$ cat src/rtl/cpu_if_pkg.sv
// Shared definitions for the APB register-bank front-end.
//   state_t    : transfer sequencer states
//   APB_OKAY/ERR : pslverr encodings
//   reg_idx()  : word index of a byte address (address zero-extended to MAX_AW)
package cpu_if_pkg;

  typedef enum logic [1:0] {
    IDLE   = 2'd0,
    SETUP  = 2'd1,
    STROBE = 2'd2,
    DONE   = 2'd3
  } state_t;

  localparam logic APB_OKAY = 1'b0;
  localparam logic APB_ERR  = 1'b1;

  // Widest paddr supported by reg_idx(); narrower buses are zero-extended.
  localparam int unsigned MAX_AW = 32;

  function automatic logic [MAX_AW-3:0] reg_idx(input logic [MAX_AW-1:0] paddr);
    return paddr[MAX_AW-1:2];
  endfunction

endpackage

$ cat src/rtl/cpu_if_reg_ctrl_if.sv
// APB3 bus bundle between the interconnect (master) and cpu_if_reg_ctrl (slave).
//   psel/penable/pwrite/paddr/pwdata : master -> slave request
//   pready/prdata/pslverr            : slave -> master response
interface cpu_if_reg_ctrl_if #(
  parameter int unsigned WD = 32,
  parameter int unsigned AW = 12
);

  logic          psel;
  logic          penable;
  logic          pwrite;
  logic [AW-1:0] paddr;
  logic [WD-1:0] pwdata;
  logic          pready;
  logic [WD-1:0] prdata;
  logic          pslverr;

  modport master (
    output psel, penable, pwrite, paddr, pwdata,
    input  pready, prdata, pslverr
  );

  modport slave (
    input  psel, penable, pwrite, paddr, pwdata,
    output pready, prdata, pslverr
  );

endinterface

$ cat src/rtl/cpu_if_addr_dec.sv
// Combinational address decoder for the register bank.
//   paddr  in  AW    byte address
//   pwrite in  1     access direction (write-to-RO check)
//   sel    out NREG  one-hot register select, all-zero when err
//   err    out 1     misaligned, unmapped or write to a read-only register
module cpu_if_addr_dec
  import cpu_if_pkg::*;
#(
  parameter int unsigned    AW      = 12,
  parameter int unsigned    NREG    = 8,
  parameter logic [NREG-1:0] RO_MASK = '0
) (
  input  logic [AW-1:0]   paddr,
  input  logic            pwrite,
  output logic [NREG-1:0] sel,
  output logic            err
);

  logic [MAX_AW-1:0] paddr_ext;
  logic [MAX_AW-1:0] idx;
  logic [NREG-1:0]   sel_raw;
  logic              misaligned;
  logic              out_of_range;
  logic              ro_hit;

  always_comb begin
    paddr_ext           = '0;
    paddr_ext[AW-1:0]   = paddr;
    // Range check uses the whole word index so high addresses never alias low registers.
    idx                 = {2'b00, reg_idx(paddr_ext)};
    misaligned          = |paddr[1:0];
    out_of_range        = (idx >= MAX_AW'(NREG));
    sel_raw             = '0;
    ro_hit              = 1'b0;
    for (int unsigned i = 0; i < NREG; i++) begin
      if (idx == i) begin
        sel_raw[i] = 1'b1;
        ro_hit     = RO_MASK[i];
      end
    end
    err = misaligned | out_of_range | (pwrite & ro_hit);
    sel = err ? '0 : sel_raw;
  end

endmodule

$ cat src/rtl/cpu_if_reg_ctrl.sv
// APB3 slave front-end for the register-field bank.
// Each accepted transfer produces exactly one single-cycle cpu_en strobe, and read
// data is captured in that strobe cycle so clear-on-read fields return the old value.
//   clk, rst_n  clock, asynchronous active-low reset
//   apb         APB3 slave port (psel/penable/pwrite/paddr/pwdata/pready/prdata/pslverr)
//   cpu_en      one-hot register strobe, one cycle per good transfer
//   cpu_w_en    write qualifier alongside cpu_en
//   cpu_r_en    read qualifier alongside cpu_en
//   cpu_wdata   write data latched at the setup phase
//   reg_rdata   flattened field read data, register i at [i*WD +: WD]
module cpu_if_reg_ctrl
  import cpu_if_pkg::*;
#(
  parameter int unsigned     WD      = 32,
  parameter int unsigned     AW      = 12,
  parameter int unsigned     NREG    = 8,
  parameter logic [NREG-1:0] RO_MASK = '0
) (
  input  logic                clk,
  input  logic                rst_n,
  cpu_if_reg_ctrl_if.slave    apb,
  output logic [NREG-1:0]     cpu_en,
  output logic                cpu_w_en,
  output logic                cpu_r_en,
  output logic [WD-1:0]       cpu_wdata,
  input  logic [NREG*WD-1:0]  reg_rdata
);

  state_t          state;
  state_t          state_nxt;
  logic [NREG-1:0] sel_d;
  logic [NREG-1:0] sel_q;
  logic            err_d;
  logic            err_q;
  logic            pwrite_q;
  logic [WD-1:0]   prdata_q;
  logic [WD-1:0]   rd_mux;
  logic            take_setup;

  cpu_if_addr_dec #(
    .AW      (AW),
    .NREG    (NREG),
    .RO_MASK (RO_MASK)
  ) u_addr_dec (
    .paddr  (apb.paddr),
    .pwrite (apb.pwrite),
    .sel    (sel_d),
    .err    (err_d)
  );

  assign take_setup = (state == IDLE) & apb.psel & ~apb.penable;

  always_ff @(posedge clk or negedge rst_n) begin
    if (!rst_n) state <= IDLE;
    else        state <= state_nxt;
  end

  always_comb begin
    state_nxt = state;
    unique case (state)
      IDLE:   if (take_setup) state_nxt = SETUP;
      SETUP: begin
        if (!apb.psel)        state_nxt = IDLE;
        else if (apb.penable) state_nxt = STROBE;
      end
      STROBE: state_nxt = DONE;
      DONE:   state_nxt = IDLE;
      default: state_nxt = IDLE;
    endcase
  end

  // Request is frozen at the setup phase; later bus changes are ignored.
  always_ff @(posedge clk or negedge rst_n) begin
    if (!rst_n) begin
      sel_q     <= '0;
      err_q     <= 1'b0;
      pwrite_q  <= 1'b0;
      cpu_wdata <= '0;
      prdata_q  <= '0;
    end else begin
      if (take_setup) begin
        sel_q     <= sel_d;
        err_q     <= err_d;
        pwrite_q  <= apb.pwrite;
        cpu_wdata <= apb.pwdata;
      end
      if (state == STROBE) begin
        prdata_q <= (!err_q && !pwrite_q) ? rd_mux : '0;
      end
    end
  end

  // sel_q is all-zero on errored transfers, so the mux yields 0 there.
  always_comb begin
    rd_mux = '0;
    for (int unsigned i = 0; i < NREG; i++) begin
      if (sel_q[i]) rd_mux = rd_mux | reg_rdata[i*WD +: WD];
    end
  end

  // Outputs decode straight from the state register so reset removes them at once.
  always_comb begin
    cpu_en      = '0;
    cpu_w_en    = 1'b0;
    cpu_r_en    = 1'b0;
    apb.pready  = 1'b0;
    apb.pslverr = APB_OKAY;
    apb.prdata  = '0;
    if (state == STROBE) begin
      cpu_en   = sel_q;
      cpu_w_en = (|sel_q) & pwrite_q;
      cpu_r_en = (|sel_q) & ~pwrite_q;
    end
    if (state == DONE) begin
      apb.pready  = 1'b1;
      apb.pslverr = err_q ? APB_ERR : APB_OKAY;
      apb.prdata  = prdata_q;
    end
  end

endmodule
$ cat src/flat_wrapper.sv
// flat-port wrapper written by rule: the top's interface ports become plain ports
module cpu_if_reg_ctrl_flat import cpu_if_pkg::*;
#(
  parameter int unsigned     WD      = 32,
  parameter int unsigned     AW      = 12,
  parameter int unsigned     NREG    = 8,
  parameter logic [NREG-1:0] RO_MASK = '0
)
  (clk, rst_n, cpu_en, cpu_w_en, cpu_r_en, cpu_wdata, reg_rdata, apb_psel, apb_penable, apb_pwrite, apb_paddr, apb_pwdata, apb_pready, apb_prdata, apb_pslverr);
  cpu_if_reg_ctrl_if #(.WD(WD), .AW(AW)) apb_i ();
  input  logic clk;
  input  logic rst_n;
  output logic [NREG-1:0] cpu_en;
  output logic cpu_w_en;
  output logic cpu_r_en;
  output logic [WD-1:0] cpu_wdata;
  input  logic [NREG*WD-1:0] reg_rdata;
  input wire logic [$bits(apb_i.psel)-1:0] apb_psel;
  input wire logic [$bits(apb_i.penable)-1:0] apb_penable;
  input wire logic [$bits(apb_i.pwrite)-1:0] apb_pwrite;
  input wire logic [$bits(apb_i.paddr)-1:0] apb_paddr;
  input wire logic [$bits(apb_i.pwdata)-1:0] apb_pwdata;
  output wire logic [$bits(apb_i.pready)-1:0] apb_pready;
  output wire logic [$bits(apb_i.prdata)-1:0] apb_prdata;
  output wire logic [$bits(apb_i.pslverr)-1:0] apb_pslverr;
  assign apb_i.psel = apb_psel;
  assign apb_i.penable = apb_penable;
  assign apb_i.pwrite = apb_pwrite;
  assign apb_i.paddr = apb_paddr;
  assign apb_i.pwdata = apb_pwdata;
  assign apb_pready = apb_i.pready;
  assign apb_prdata = apb_i.prdata;
  assign apb_pslverr = apb_i.pslverr;
  cpu_if_reg_ctrl #(.WD(WD), .AW(AW), .NREG(NREG), .RO_MASK(RO_MASK)) u_core (.clk(clk), .rst_n(rst_n), .apb(apb_i), .cpu_en(cpu_en), .cpu_w_en(cpu_w_en), .cpu_r_en(cpu_r_en), .cpu_wdata(cpu_wdata), .reg_rdata(reg_rdata));
endmodule
$ cat config.mk
export PLATFORM = sky130hd
export DESIGN_NAME = cpu_if_reg_ctrl_flat
export DESIGN_NICKNAME = d
export VERILOG_FILES = /design/src/rtl/cpu_if_pkg.sv /design/src/rtl/cpu_if_reg_ctrl_if.sv /design/src/rtl/cpu_if_addr_dec.sv /design/src/rtl/cpu_if_reg_ctrl.sv /design/src/flat_wrapper.sv
export SDC_FILE = /design/constraint.sdc
export NUM_CORES = 1
export LEC_CHECK = 0
export BUFFER_PORTS_ARGS = -buffer_cell sky130_fd_sc_hd__buf_2
export CELL_PAD_IN_SITES_DETAIL_PLACEMENT = 0
export CELL_PAD_IN_SITES_GLOBAL_PLACEMENT = 1
export CORE_AREA = 3 3 147 149
export CTS_CLUSTER_DIAMETER = 80
export DETAILED_ROUTE_END_ITERATION = 16
export DIE_AREA = 0 0 150 152
export HOLD_SLACK_MARGIN = 0.12
export PLACE_DENSITY_LB_ADDON = 0.12
export SLEW_MARGIN = 15
export SYNTH_ARGS = -nofsm -noshare
export SYNTH_HDL_FRONTEND = slang
export SYNTH_SLANG_ARGS = --single-unit
$ cat constraint.sdc
create_clock -name clk -period 4.5 [get_ports clk]
set_input_delay 0.9 -clock clk [delete_from_list [all_inputs] [get_ports clk]]
set_output_delay 0.9 -clock clk [all_outputs]
set_load 0.03 [all_outputs]
==> results.ini <==
[detailed_routing]
viasPerCell = 5.090
vias = 5726
firstDrtPassIters = 5
wl_mm = 23.58
wl_per_cell_um = 20.96
postRouteAntennaNets = 0
drtIter0Drc = 328
drcViolationCount = 0

[yosys]
yosysTopAreaCell = dfrtp_1
syn-num-nets = 809
synth_commonest_cells = 128 x a22oi_1, 107 x nand2_1, 76 x dfrtp_1
synth.avg_cell_area_um2 = 8.900
synth_warnings = 0
syn_inst = 504
syn_area_mm2 = 0.004486
yosys.cell_count.top_type = a22oi_1
ys.flop_type = dfrtp_1
synthTopCellsByArea = dfrtp_1 42%, a22oi_1 21%, nand2_1 9.0%
synth_cell_types = 29
synth-seq-cells = 76
synth_edf_count = 0
async_flop_share = 1.000
ys_seq_area_frac = 0.4240
synth_top_area_share = 0.4240

[min_path]
hold_depth = 2
holdPathEnd = u_core.cpu_wdata[24]
min_from = u_core.cpu_wdata[24]
min_path_type = flip-flop to flip-flop

[power_and_ir_drop]
p_per_area_mw_per_mm2 = 383.6
irDropWorstVdd_mv = 0.1630
leakage_uw = 0.003755

[sta]
setup_viol_count_final = 0
finalSetupTns_ns = 0
post-route-period-util = 0.7418
hold_viol_final = 0
clock_skew_ns = 0.007956
slew_violations = 0
fin_crit_ns = 3.338
postLayoutSetupSlackWorst_ns = 1.162
worstMarginPinSlew_ns = 0.9970
rsz0062_at_grt = no
relSlewSlack = 0.3353
clock.fmax_mhz = 299.6

[layout]
layout-drive-gt1-share = 0.4819
final_nets = 1156
syn2layout_area_growth_pct = 53.86
antenna_cells = 0

[die]
core_area_mm2 = 0.02030
die_area_mm2 = 0.02280
initial_utilization = 0.2210
die_w_um = 150
dieHeight_um = 152
num_io_pins = 381
num_rows = 52

[cts]
cts_buffers = 9
clk_pin_slew_worst_paths_ns = 0.07
cts_tree = built
clk_path_buf_depth = 2
clk_latency_ns = 0.34
cts_resized = 0
post_cts_buffers = 0
holdBufCountCts = 0
htree_levels = 3
clkSinkCount = 76
clock-root-buffer = clkbuf_16

[worst_setup_path]
cp-start-kind = flip-flop
path_max_fanout = 40
cp.arrival_ns = 2.44
cp-end-kind = output pin
crit_type = flip-flop to output pin
worstRegToRegCells = 4
r2r_end = u_core.prdata_q[17]
reg2reg_slack_ns = 1.77
cp_data_required_time_ns = 3.60

[placement]
gp_congestion = 0.8374
dp_worst_setup_slack_ns = 1.516
port_buffers = 380
hpwl_mm = 17.38

[run_status]
status = finished, final reports clean

[global_routing]
grt-ovfl-total = 0
antenna_found_initial = 0
grt_usage = 0.1933
grt_pass1_vias = 5850
grt_pass1_wl_mm = 33.80
grt_max_degree = 77

[flow_run]
maxCapViolations = 0

placed cells by master, fill, tap and decap left out, drive strengths merged, types with 2 or more instances in the layout:
| cell | netlist | routed |
|---|---|---|
| a32o | 2 | 2 |
| a22oi | 128 | 128 |
| nor4 | 3 | 3 |
| and2 | 9 | 9 |
| clkinvlp | 0 | 2 |
| and3 | 34 | 34 |
| bufinv | 0 | 2 |
| dfrtp | 76 | 76 |
| nor3 | 3 | 3 |
| nand4 | 33 | 33 |
| nand4b | 2 | 2 |
| clkbuf | 41 | 9 |
| a22o | 34 | 34 |
| nor2 | 3 | 3 |
| buf | 14 | 391 |
| o21ai | 4 | 4 |
| nand2 | 107 | 107 |
area by class of cell:
class | instances | area (µm²)
clock buffer | 9 | 225.2
fill | 2208 | 13400
sequential | 76 | 1903
tap | 270 | 337.8
timing repair buffer | 391 | 1987
clock inverter | 6 | 88.84
multi-input combinational | 373 | 2360
cells by family (layout without fill, tap and decap cells):
family / Yosys count / after routing / share of synthesized area
AND/OR/NAND/NOR: 202 / 202 / 0.2298
AO/OA/AOI/OAI: 171 / 171 / 0.2943
flip-flops: 76 / 76 / 0.4240
buffers and inverters: 55 / 406 / 0.05188
metal layers:
layer  wire length, µm  vias up  track usage
li1                  -     2625            -
met2             12170      309       0.3560
met4               670        0      0.07320
met1              8902     2755       0.2175
met3              1842       37      0.03724
met5                 0        -            0
worst max path at each step:
stage               end  slack, ns  cells past startpoint
2_1_floorplan  cpu_r_en       1.95                      4
3_3_place_gp   cpu_r_en       1.60                      3
3_5_place_dp   cpu_r_en       1.52                      3
4_1_cts        cpu_r_en       1.13                      3
5_1_grt        cpu_r_en       0.93                      3
6_report       cpu_r_en       1.16                      3
critical path, stage by stage (launching register included):
cell	delay [ns]
dfrtp_2	0.80
nand2b_2	0.63
a211oi_1	0.38
buf_2	0.27
flip-flops by register name (all words and copies together), names as in the netlist, named ones only:
signal            flops
u_core.cpu_wdata     32
u_core.state          1
u_core.sel_q          8
u_core.pwrite_q       1
u_core.err_q          1
u_core.prdata_q      32
power by group:
| group | switching [µW] | internal [µW] | total, µW |
|---|---|---|---|
| Combinational | 618 | 281 | 899 |
| Clock | 292 | 483 | 776 |
| Sequential | 138 | 835 | 973 |
through the flow:
step                area [µm²]  std cells  hold slack, ns  power, µW  utilization
detailed placement        6588       1110          0.4566       1903       0.3245
global placement          6588       1110          0.4527       1884       0.3245
CTS                       6902       1125          0.4736       2704       0.3400
finish                    6902       1125          0.4678       2647       0.3400
floorplan                 4486        504          0.4658       1491            -
global route              6902       1125          0.4802       2805       0.3400
(Power assumes the default switching activity.)
